<file path="src/rtl/i2c_slave.sv">
// I2C slave: 7-bit addressed receiver/transmitter driven from an asynchronous
// SCL/SDA pair, oversampled on sys_clk. Writes are presented on rx_data/rx_valid;
// reads fetch a byte from tx_data when tx_req strobes.
module i2c_slave #(
  parameter logic [6:0] SLAVE_ADDR = 7'h73
) (
  input  logic       sys_clk,
  input  logic       sys_rst,
  input  logic       scl,
  input  logic       sda_in,
  output logic       sda_oe,
  output logic [7:0] rx_data,
  output logic       rx_valid,
  input  logic [7:0] tx_data,
  output logic       tx_req,
  output logic       busy
);

  localparam logic [2:0] IDLE     = 3'd0;
  localparam logic [2:0] ADDR     = 3'd1;
  localparam logic [2:0] ADDR_ACK = 3'd2;
  localparam logic [2:0] WR_DATA  = 3'd3;
  localparam logic [2:0] WR_ACK   = 3'd4;
  localparam logic [2:0] RD_DATA  = 3'd5;
  localparam logic [2:0] RD_ACK   = 3'd6;
  localparam logic [2:0] IGNORE   = 3'd7;

  logic       scl_m, scl_s, scl_d;
  logic       sda_m, sda_s, sda_d;
  logic       scl_rise, scl_fall, start_det, stop_det;
  logic [2:0] state;
  logic [2:0] bit_cnt;
  logic [7:0] shift;
  logic [7:0] byte_in;
  logic       rw;
  logic       oe_r;
  logic       addr_hit;

  // Two-stage synchronisers plus one edge register per line; idle bus is high
  always_ff @(posedge sys_clk or posedge sys_rst) begin
    if (sys_rst) begin
      scl_m <= 1'b1;
      scl_s <= 1'b1;
      scl_d <= 1'b1;
      sda_m <= 1'b1;
      sda_s <= 1'b1;
      sda_d <= 1'b1;
    end else begin
      scl_m <= scl;
      scl_s <= scl_m;
      scl_d <= scl_s;
      sda_m <= sda_in;
      sda_s <= sda_m;
      sda_d <= sda_s;
    end
  end

  // Bus events and address decode
  always_comb begin
    scl_rise  = scl_s & ~scl_d;
    scl_fall  = ~scl_s & scl_d;
    start_det = scl_s & scl_d & sda_d & ~sda_s;
    stop_det  = scl_s & scl_d & ~sda_d & sda_s;
    byte_in   = {shift[6:0], sda_s};
    // General call and the 10-bit prefix are never acknowledged
    addr_hit  = (byte_in[7:1] == SLAVE_ADDR) && (SLAVE_ADDR != 7'h00) &&
                (SLAVE_ADDR[6:2] != 5'b11110);
  end

  // Protocol FSM, shift register, strobes and SDA drive
  always_ff @(posedge sys_clk or posedge sys_rst) begin
    if (sys_rst) begin
      state    <= IDLE;
      bit_cnt  <= '0;
      shift    <= '0;
      rw       <= 1'b0;
      oe_r     <= 1'b0;
      rx_data  <= '0;
      rx_valid <= 1'b0;
      tx_req   <= 1'b0;
      busy     <= 1'b0;
    end else begin
      rx_valid <= 1'b0;
      tx_req   <= 1'b0;
      if (stop_det) begin
        state   <= IDLE;
        oe_r    <= 1'b0;
        busy    <= 1'b0;
        bit_cnt <= '0;
      end else if (start_det) begin
        state   <= ADDR;
        oe_r    <= 1'b0;
        busy    <= 1'b0;
        bit_cnt <= '0;
      end else begin
        case (state)
          ADDR: begin
            if (scl_rise) begin
              shift   <= byte_in;
              bit_cnt <= bit_cnt + 3'd1;
              if (bit_cnt == 3'd7) begin
                if (addr_hit) begin
                  state <= ADDR_ACK;
                  busy  <= 1'b1;
                  rw    <= sda_s;
                end else begin
                  state <= IGNORE;
                end
              end
            end
          end
          // First fall asserts the ACK, second fall ends the ACK bit.
          // Entering RD_DATA drives tx_data[7] immediately and keeps the
          // remaining bits pre-shifted, so shift[7] is always the next bit.
          ADDR_ACK: begin
            if (scl_fall) begin
              if (!oe_r) begin
                oe_r <= 1'b1;
              end else begin
                bit_cnt <= '0;
                if (rw) begin
                  state  <= RD_DATA;
                  tx_req <= 1'b1;
                  shift  <= {tx_data[6:0], 1'b0};
                  oe_r   <= ~tx_data[7];
                end else begin
                  state <= WR_DATA;
                  oe_r  <= 1'b0;
                end
              end
            end
          end
          WR_DATA: begin
            if (scl_rise) begin
              shift   <= byte_in;
              bit_cnt <= bit_cnt + 3'd1;
              if (bit_cnt == 3'd7) begin
                rx_data  <= byte_in;
                rx_valid <= 1'b1;
                state    <= WR_ACK;
              end
            end
          end
          WR_ACK: begin
            if (scl_fall) begin
              if (!oe_r) begin
                oe_r <= 1'b1;
              end else begin
                oe_r    <= 1'b0;
                bit_cnt <= '0;
                state   <= WR_DATA;
              end
            end
          end
          // Bits are counted on rises; the counter wrapping to 0 marks the
          // fall after the eighth bit.
          RD_DATA: begin
            if (scl_rise) begin
              bit_cnt <= bit_cnt + 3'd1;
            end else if (scl_fall) begin
              if (bit_cnt == 3'd0) begin
                oe_r  <= 1'b0;
                state <= RD_ACK;
              end else begin
                oe_r  <= ~shift[7];
                shift <= {shift[6:0], 1'b0};
              end
            end
          end
          // A NACK leaves on the rise; any fall still here follows an ACK
          RD_ACK: begin
            if (scl_rise && sda_s) begin
              state <= IGNORE;
            end else if (scl_fall) begin
              state   <= RD_DATA;
              bit_cnt <= '0;
              tx_req  <= 1'b1;
              shift   <= {tx_data[6:0], 1'b0};
              oe_r    <= ~tx_data[7];
            end
          end
          default: begin
            oe_r <= 1'b0;
          end
        endcase
      end
    end
  end

  // Reset releases SDA combinationally, without waiting for a clock edge
  always_comb begin
    sda_oe = oe_r & ~sys_rst;
  end

endmodule

</file>
<file path="config.mk">
export PLATFORM = sky130hd
export DESIGN_NAME = i2c_slave
export DESIGN_NICKNAME = d
export VERILOG_FILES = /design/src/rtl/i2c_slave.sv
export SDC_FILE = /design/constraint.sdc
export NUM_CORES = 1
export LEC_CHECK = 0
export ABC_AREA = 0
export BUFFER_PORTS_ARGS = -buffer_cell sky130_fd_sc_hd__buf_2
export CORE_ASPECT_RATIO = 2
export CORE_UTILIZATION = 45
export CTS_CLUSTER_SIZE = 30
export DETAILED_ROUTE_END_ITERATION = 8
export SYNTH_ARGS = -nofsm -noshare
export SYNTH_HDL_FRONTEND = slang
export SYNTH_SLANG_ARGS = --single-unit
</file>
<file path="constraint.sdc">
create_clock -name sys_clk -period 2.2 [get_ports sys_clk]
set_input_delay 0.33 -clock sys_clk [delete_from_list [all_inputs] [get_ports sys_clk]]
set_output_delay 0.33 -clock sys_clk [all_outputs]
set_load 0.005 [all_outputs]
</file>
==> impl_metrics.tcl, run 1 <==
set metrics [dict create \
    cp-startpoint "bit_cnt[0]$_DFFE_PP0P_" \
    dieWidth_um 46.2 \
    rsz0062_at_grt "false" \
    grt_pass1_vias 1405 \
    portBuffers 23 \
    place_congestion 0.918 \
    clk_path_buf_depth 2 \
    overflow 0 \
    hold_buffers 0 \
    synthToLayoutAreaGrowth_pct 16.9 \
    crit_required_ps 2370 \
    drive_gt1_share_pct 40.6 \
    r2r_end "state[0]$_DFFE_PP0P_" \
    nets 206 \
    clkLatencyLatePin_ps 280 \
    crit_fanout 4 \
    grt_use_met3_pct 3.80 \
    worst_slack_ps 228 \
    fin_worst_skew_ps 4.97 \
    placeableCoreArea_um2 3680 \
    cts_tree "done" \
    setup_viol 0 \
    synthDistinctLibCells 49 \
    synth_edf_count 0 \
    setup.worst_path.end_class "register" \
    cts_buffers 5 \
    final_cell_mix "dfrtp_1 (27), mux2_2 (24), buf_2 (23), a21oi_1 (11), nor2_1 (11)" \
    critPathArrivalTime_ps 2140 \
    min_period_ps 1970 \
    ctsResizeCount 0 \
    slew_headroom_pct 66.1 \
    synth_area_leaders "dfrtp_1 (38%), mux2_2 (15%), dfstp_2 (8.9%)" \
    routed_wl_um 3850 \
    layout_commonest_cell "dfrtp_1" \
    finalHoldViolCount 0 \
    antenna_cells 0 \
    rr_worst_depth 7 \
    cts.sinks 33 \
    stdcell_count 241 \
    synth_top_area_share_pct 38.4 \
    cts-root-buf "clkbuf_8" \
    grtUsageMet2_pct 36.9 \
    rr_startpoint "bit_cnt[0]$_DFFE_PP0P_" \
    start_util_pct 47.8 \
    dp_cells 233 \
    clkTransAtPathRegs_ps 70 \
    start_kind "register" \
    max_freq_mhz 507 \
    worstSetupPathType "register to register" \
    seq_area_frac_synth_pct 47.3 \
    synth-async-reset-ratio_pct 100 \
    syn-cell-area_um2 1760 \
    grt_pass1_wl_um 6560 \
    dr.first_iter.drc_count 19 \
    power_density_nw_per_um2 1180 \
    io-pin-count 24 \
    die-area_um2 4180 \
    grt_usage_pct 21.7 \
    ant_nets 0 \
    dp_hpwl_um 2940 \
    setup.worst_path.end "state[0]$_DFFE_PP0P_" \
    yosys_warnings 0 \
    p_leak_nw 0.974 \
    status "finished, final reports clean" \
    pre_cts_ws_ps 261 \
    vdd_ir_drop_max_v 0.000658 \
    slew_violations 0 \
    timing.hold.ws_ps 75.5 \
    synth_cells 160 \
    synth.avg_cell_area_um2 11.0 \
    dominantRegCellSynth "dfrtp_1" \
    yosysTopAreaCell "dfrtp_1" \
    drv_cap 0 \
    viasPerCell 5.51 \
    busiest_layer "met2" \
    drtPass1Iterations 4 \
    wl_per_cell_um 16.0 \
    synth-seq-cells 33 \
    htreeDepth 2 \
    post_cts.repair.setup_buffers 0 \
    holdCritPathClass "primary input to async pin" \
    vias 1327 \
    grt_max_degree 23 \
    drcViolationCount 0 \
    grt_util_met1_pct 24.4 \
    min_period_over_period_pct 89.6 \
    row_count 31 \
    die_h_um 90.5 \
    fin_util_pct 55.9 \
    max_slew.worst_pin.slew_ps 507 \
    syn-num-nets 175 \
    setup_tns_ps 0 \
    antenna_found_initial 0 \
    r2r_setup_slack_ps 230 \
]
-- layer usage --
layer	vias up	share of wire (%)
met3	13	3.4
met1	630	37
met4	0	3.4
met5	-	0
met2	46	56
li1	638	-
-- sequential cells by signal (all words and copies together) (netlist names), 3 cells and up --
| signal | flops |
|---|---|
| state | 3 |
| rx_data | 8 |
| bit_cnt | 3 |
| shift | 8 |
-- how the worst min path moves through the flow --
stage	start	to	slack (ps)	cells after the start
6_report	sys_rst	bit_cnt[1]$_DFFE_PP0P_	80	2
5_1_grt	sys_rst	bit_cnt[1]$_DFFE_PP0P_	120	2
4_1_cts	sys_rst	bit_cnt[1]$_DFFE_PP0P_	90	2
3_5_place_dp	sda_m$_DFF_PP1_	sda_s$_DFF_PP1_	350	0
3_3_place_gp	scl_m$_DFF_PP1_	scl_s$_DFF_PP1_	350	0
2_1_floorplan	scl	scl_m$_DFF_PP1_	330	0
-- logic make-up after synthesis --
kind of cell | Yosys count | share of synthesized area (%)
fa+ha+maj | 4 | 2.70
simple gates | 48 | 16.6
buf+inv | 16 | 4.47
flops | 33 | 47.3
xor+xnor | 1 | 0.497
compound gates | 33 | 12.2
mux | 25 | 16.2
-- critical path: stages, from the launching register on --
cell and delay [ps]:
dfrtp_1 380, ha_1 180, ha_1 180, nand4bb_1 170, o311a_1 200, a211oi_2 330
o21ai_2 110, mux2_4 310
-- cell usage after synthesis (all sizes together), types with 2 or more instances --
cell and instances:
dfrtp 27, mux2 25, a21oi 12, nor2 12, nand2 10, inv 9, o21ai 9, buf 6
dfstp 6, ha 3, nand2b 3, nand3 3, nor2b 3, a211oi 2, a22o 2, and4b 2
nand4 2, nand4b 2, nor3 2, nor4 2, o211ai 2
-- per-stage QoR --
stage / area [um^2] / total power [mW]
after global routing: 2060 / 2.61
after CTS: 2060 / 2.45
after global placement: 1970 / 1.92
after detailed placement: 1970 / 1.95
final: 2060 / 2.43
after floorplan: 1760 / 1.71
-- report_power, final --
group,internal (mW),switching (mW),leakage (nW),total (mW)
Combinational,0.523,0.532,0.509,1.06
Clock,0.254,0.225,0.0445,0.479
Sequential,0.744,0.149,0.420,0.893
-- cell type report --
| class | count | area, um^2 |
|---|---|---|
| repair buffers | 31 | 188 |
| flip-flops and latches | 33 | 833 |
| fillers | 339 | 1630 |
| clock inverters | 1 | 7.51 |
| well taps | 49 | 61.3 |
| multi-input cells | 111 | 850 |
| inverters | 9 | 33.8 |
| clock buffers | 7 | 86.3 |
(Power assumes the default switching activity.)
==> inputs of run 2 (changes only) <==
--- a/config.mk
+++ b/config.mk
@@ -11,6 +11,7 @@
 export CORE_UTILIZATION = 45
 export CTS_CLUSTER_SIZE = 30
 export DETAILED_ROUTE_END_ITERATION = 8
+export REMOVE_ABC_BUFFERS = 1
 export SYNTH_ARGS = -nofsm -noshare
 export SYNTH_HDL_FRONTEND = slang
 export SYNTH_SLANG_ARGS = --single-unit
==> impl_metrics.tcl, run 2 (synthesis gave the netlist of run 1 again) <==
set metrics [dict create \
    holdCritPathClass "primary input to async pin" \
    nets 206 \
    fillers 339 \
    synthToLayoutAreaGrowth_pct 18.2 \
    fin_util_pct 56.5 \
    finalHoldViolCount 0 \
    min_period_over_period_pct 92.1 \
    setup.worst_path.end_class "register" \
    vdd_ir_drop_max_v 0.000705 \
    drcViolationCount 0 \
    clk_path_buf_depth 2 \
    max_freq_mhz 493 \
    grt_max_degree 22 \
    drtPass1Iterations 4 \
    dr.first_iter.drc_count 30 \
    drive_gt1_share_pct 40.6 \
    reg.largest.list "rx_data x8, shift x8" \
    slew_headroom_pct 61.2 \
    rr_startpoint "bit_cnt[0]$_DFFE_PP0P_" \
    grt_usage_pct 21.1 \
    placeableCoreArea_um2 3680 \
    fin_worst_skew_ps 6.57 \
    layout_commonest_cell "dfrtp_1" \
    grt_pass1_wl_um 6330 \
    power_density_nw_per_um2 1230 \
    slew_violations 0 \
    rsz0062_at_grt "false" \
    crit_fanout 4 \
    routed_wl_um 3790 \
    row_count 31 \
    ant_nets 0 \
    min_period_ps 2030 \
    hold_buffers 0 \
    r2r_setup_slack_ps 170 \
    clkTransAtPathRegs_ps 70 \
    status "finished, final reports clean" \
    cts_tree "done" \
    max_slew.worst_pin.slew_ps 581 \
    drv_cap 0 \
    setup_viol 0 \
    die-area_um2 4180 \
    overflow 0 \
    wl_per_cell_um 15.7 \
    antenna_found_initial 0 \
    ctsResizeCount 0 \
    p_leak_nw 0.988 \
    portBuffers 23 \
    worstSetupPathType "register to register" \
    viasPerCell 5.52 \
    dp_hpwl_um 2820 \
    final_cell_mix "dfrtp_1 (27), mux2_2 (24), buf_2 (23), a21oi_1 (11), nor2_1 (11)" \
    vias 1330 \
    cts.sinks 33 \
    grt_pass1_vias 1316 \
    start_util_pct 47.8 \
    place_congestion 0.921 \
    clkLatencyLatePin_ps 290 \
    io-pin-count 24 \
    start_kind "register" \
    crit_required_ps 2380 \
    rr_worst_depth 7 \
    post_cts.repair.setup_buffers 0 \
    cts_buffers 5 \
    setup_tns_ps 0 \
    dieWidth_um 46.2 \
    die_h_um 90.5 \
    r2r_end "state[0]$_DFFE_PP0P_" \
    antenna_cells 0 \
    htreeDepth 2 \
    critPathArrivalTime_ps 2200 \
    cts-root-buf "clkbuf_8" \
]
## run 2: cell types whose count changed in the layout (fill, tap and decap cells not counted), sizes merged
cell / before / now
bufinv: 0 / 1
clkinvlp: 1 / 0
## run 2: how the worst max path moves through the flow
stage / cells after the start / start / end / slack, ps
final: 7 / bit_cnt[0]$_DFFE_PP0P_ / state[0]$_DFFE_PP0P_ / 170
after global routing: 7 / bit_cnt[0]$_DFFE_PP0P_ / state[0]$_DFFE_PP0P_ / 70
after CTS: 7 / bit_cnt[0]$_DFFE_PP0P_ / state[0]$_DFFE_PP0P_ / 180
after detailed placement: 7 / bit_cnt[0]$_DFFE_PP0P_ / state[0]$_DFFE_PP0P_ / 200
after global placement: 7 / bit_cnt[0]$_DFFE_PP0P_ / state[0]$_DFFE_PP0P_ / 210
after floorplan: 5 / state[2]$_DFFE_PP0P_ / state[0]$_DFFE_PP0P_ / 280
## run 2: area by class of cell
type / count / area (um^2) / share of cell area, %
multi-input cells: 111 / 850 / 40.8
flip-flops and latches: 33 / 833 / 40.0
repair buffers: 31 / 188 / 9.01
clock buffers: 7 / 86.3 / 4.15
well taps: 49 / 61.3 / 2.94
inverters: 9 / 33.8 / 1.62
clock inverters: 1 / 30.0 / 1.44
## run 2: metrics by stage
stage	hold slack (ps)	instance area [um^2]	cells	power [mW]	worst slack, ps
2_1_floorplan	334	1720	153	1.66	283
3_3_place_gp	347	1970	233	1.95	211
3_5_place_dp	351	1970	233	1.96	197
4_1_cts	123	2080	241	2.57	176
5_1_grt	125	2080	241	2.72	71.3
6_report	107	2080	241	2.55	173
## run 2: critical path, stage by stage, from the launching register on
cell and delay (ps):
dfrtp_1 390, ha_1 190, ha_1 190, nand4bb_1 170, o311a_1 180, a211oi_2 370, o21ai_2 120, mux2_4 310
## run 2: report_power, final
part | total [mW] | internal [mW] | switching (mW)
clock | 0.594 | 0.369 | 0.224
combinational | 1.05 | 0.524 | 0.531
sequential | 0.906 | 0.744 | 0.162
total | 2.55 | 1.64 | 0.917
## run 2: layer usage
metal,global-route usage (%),vias up,part of all wire (%)
met2,35.4,29,56
met4,11.5,0,3.4
li1,-,633,-
met3,3.60,13,2.6
met5,0,-,0
met1,23.6,655,38
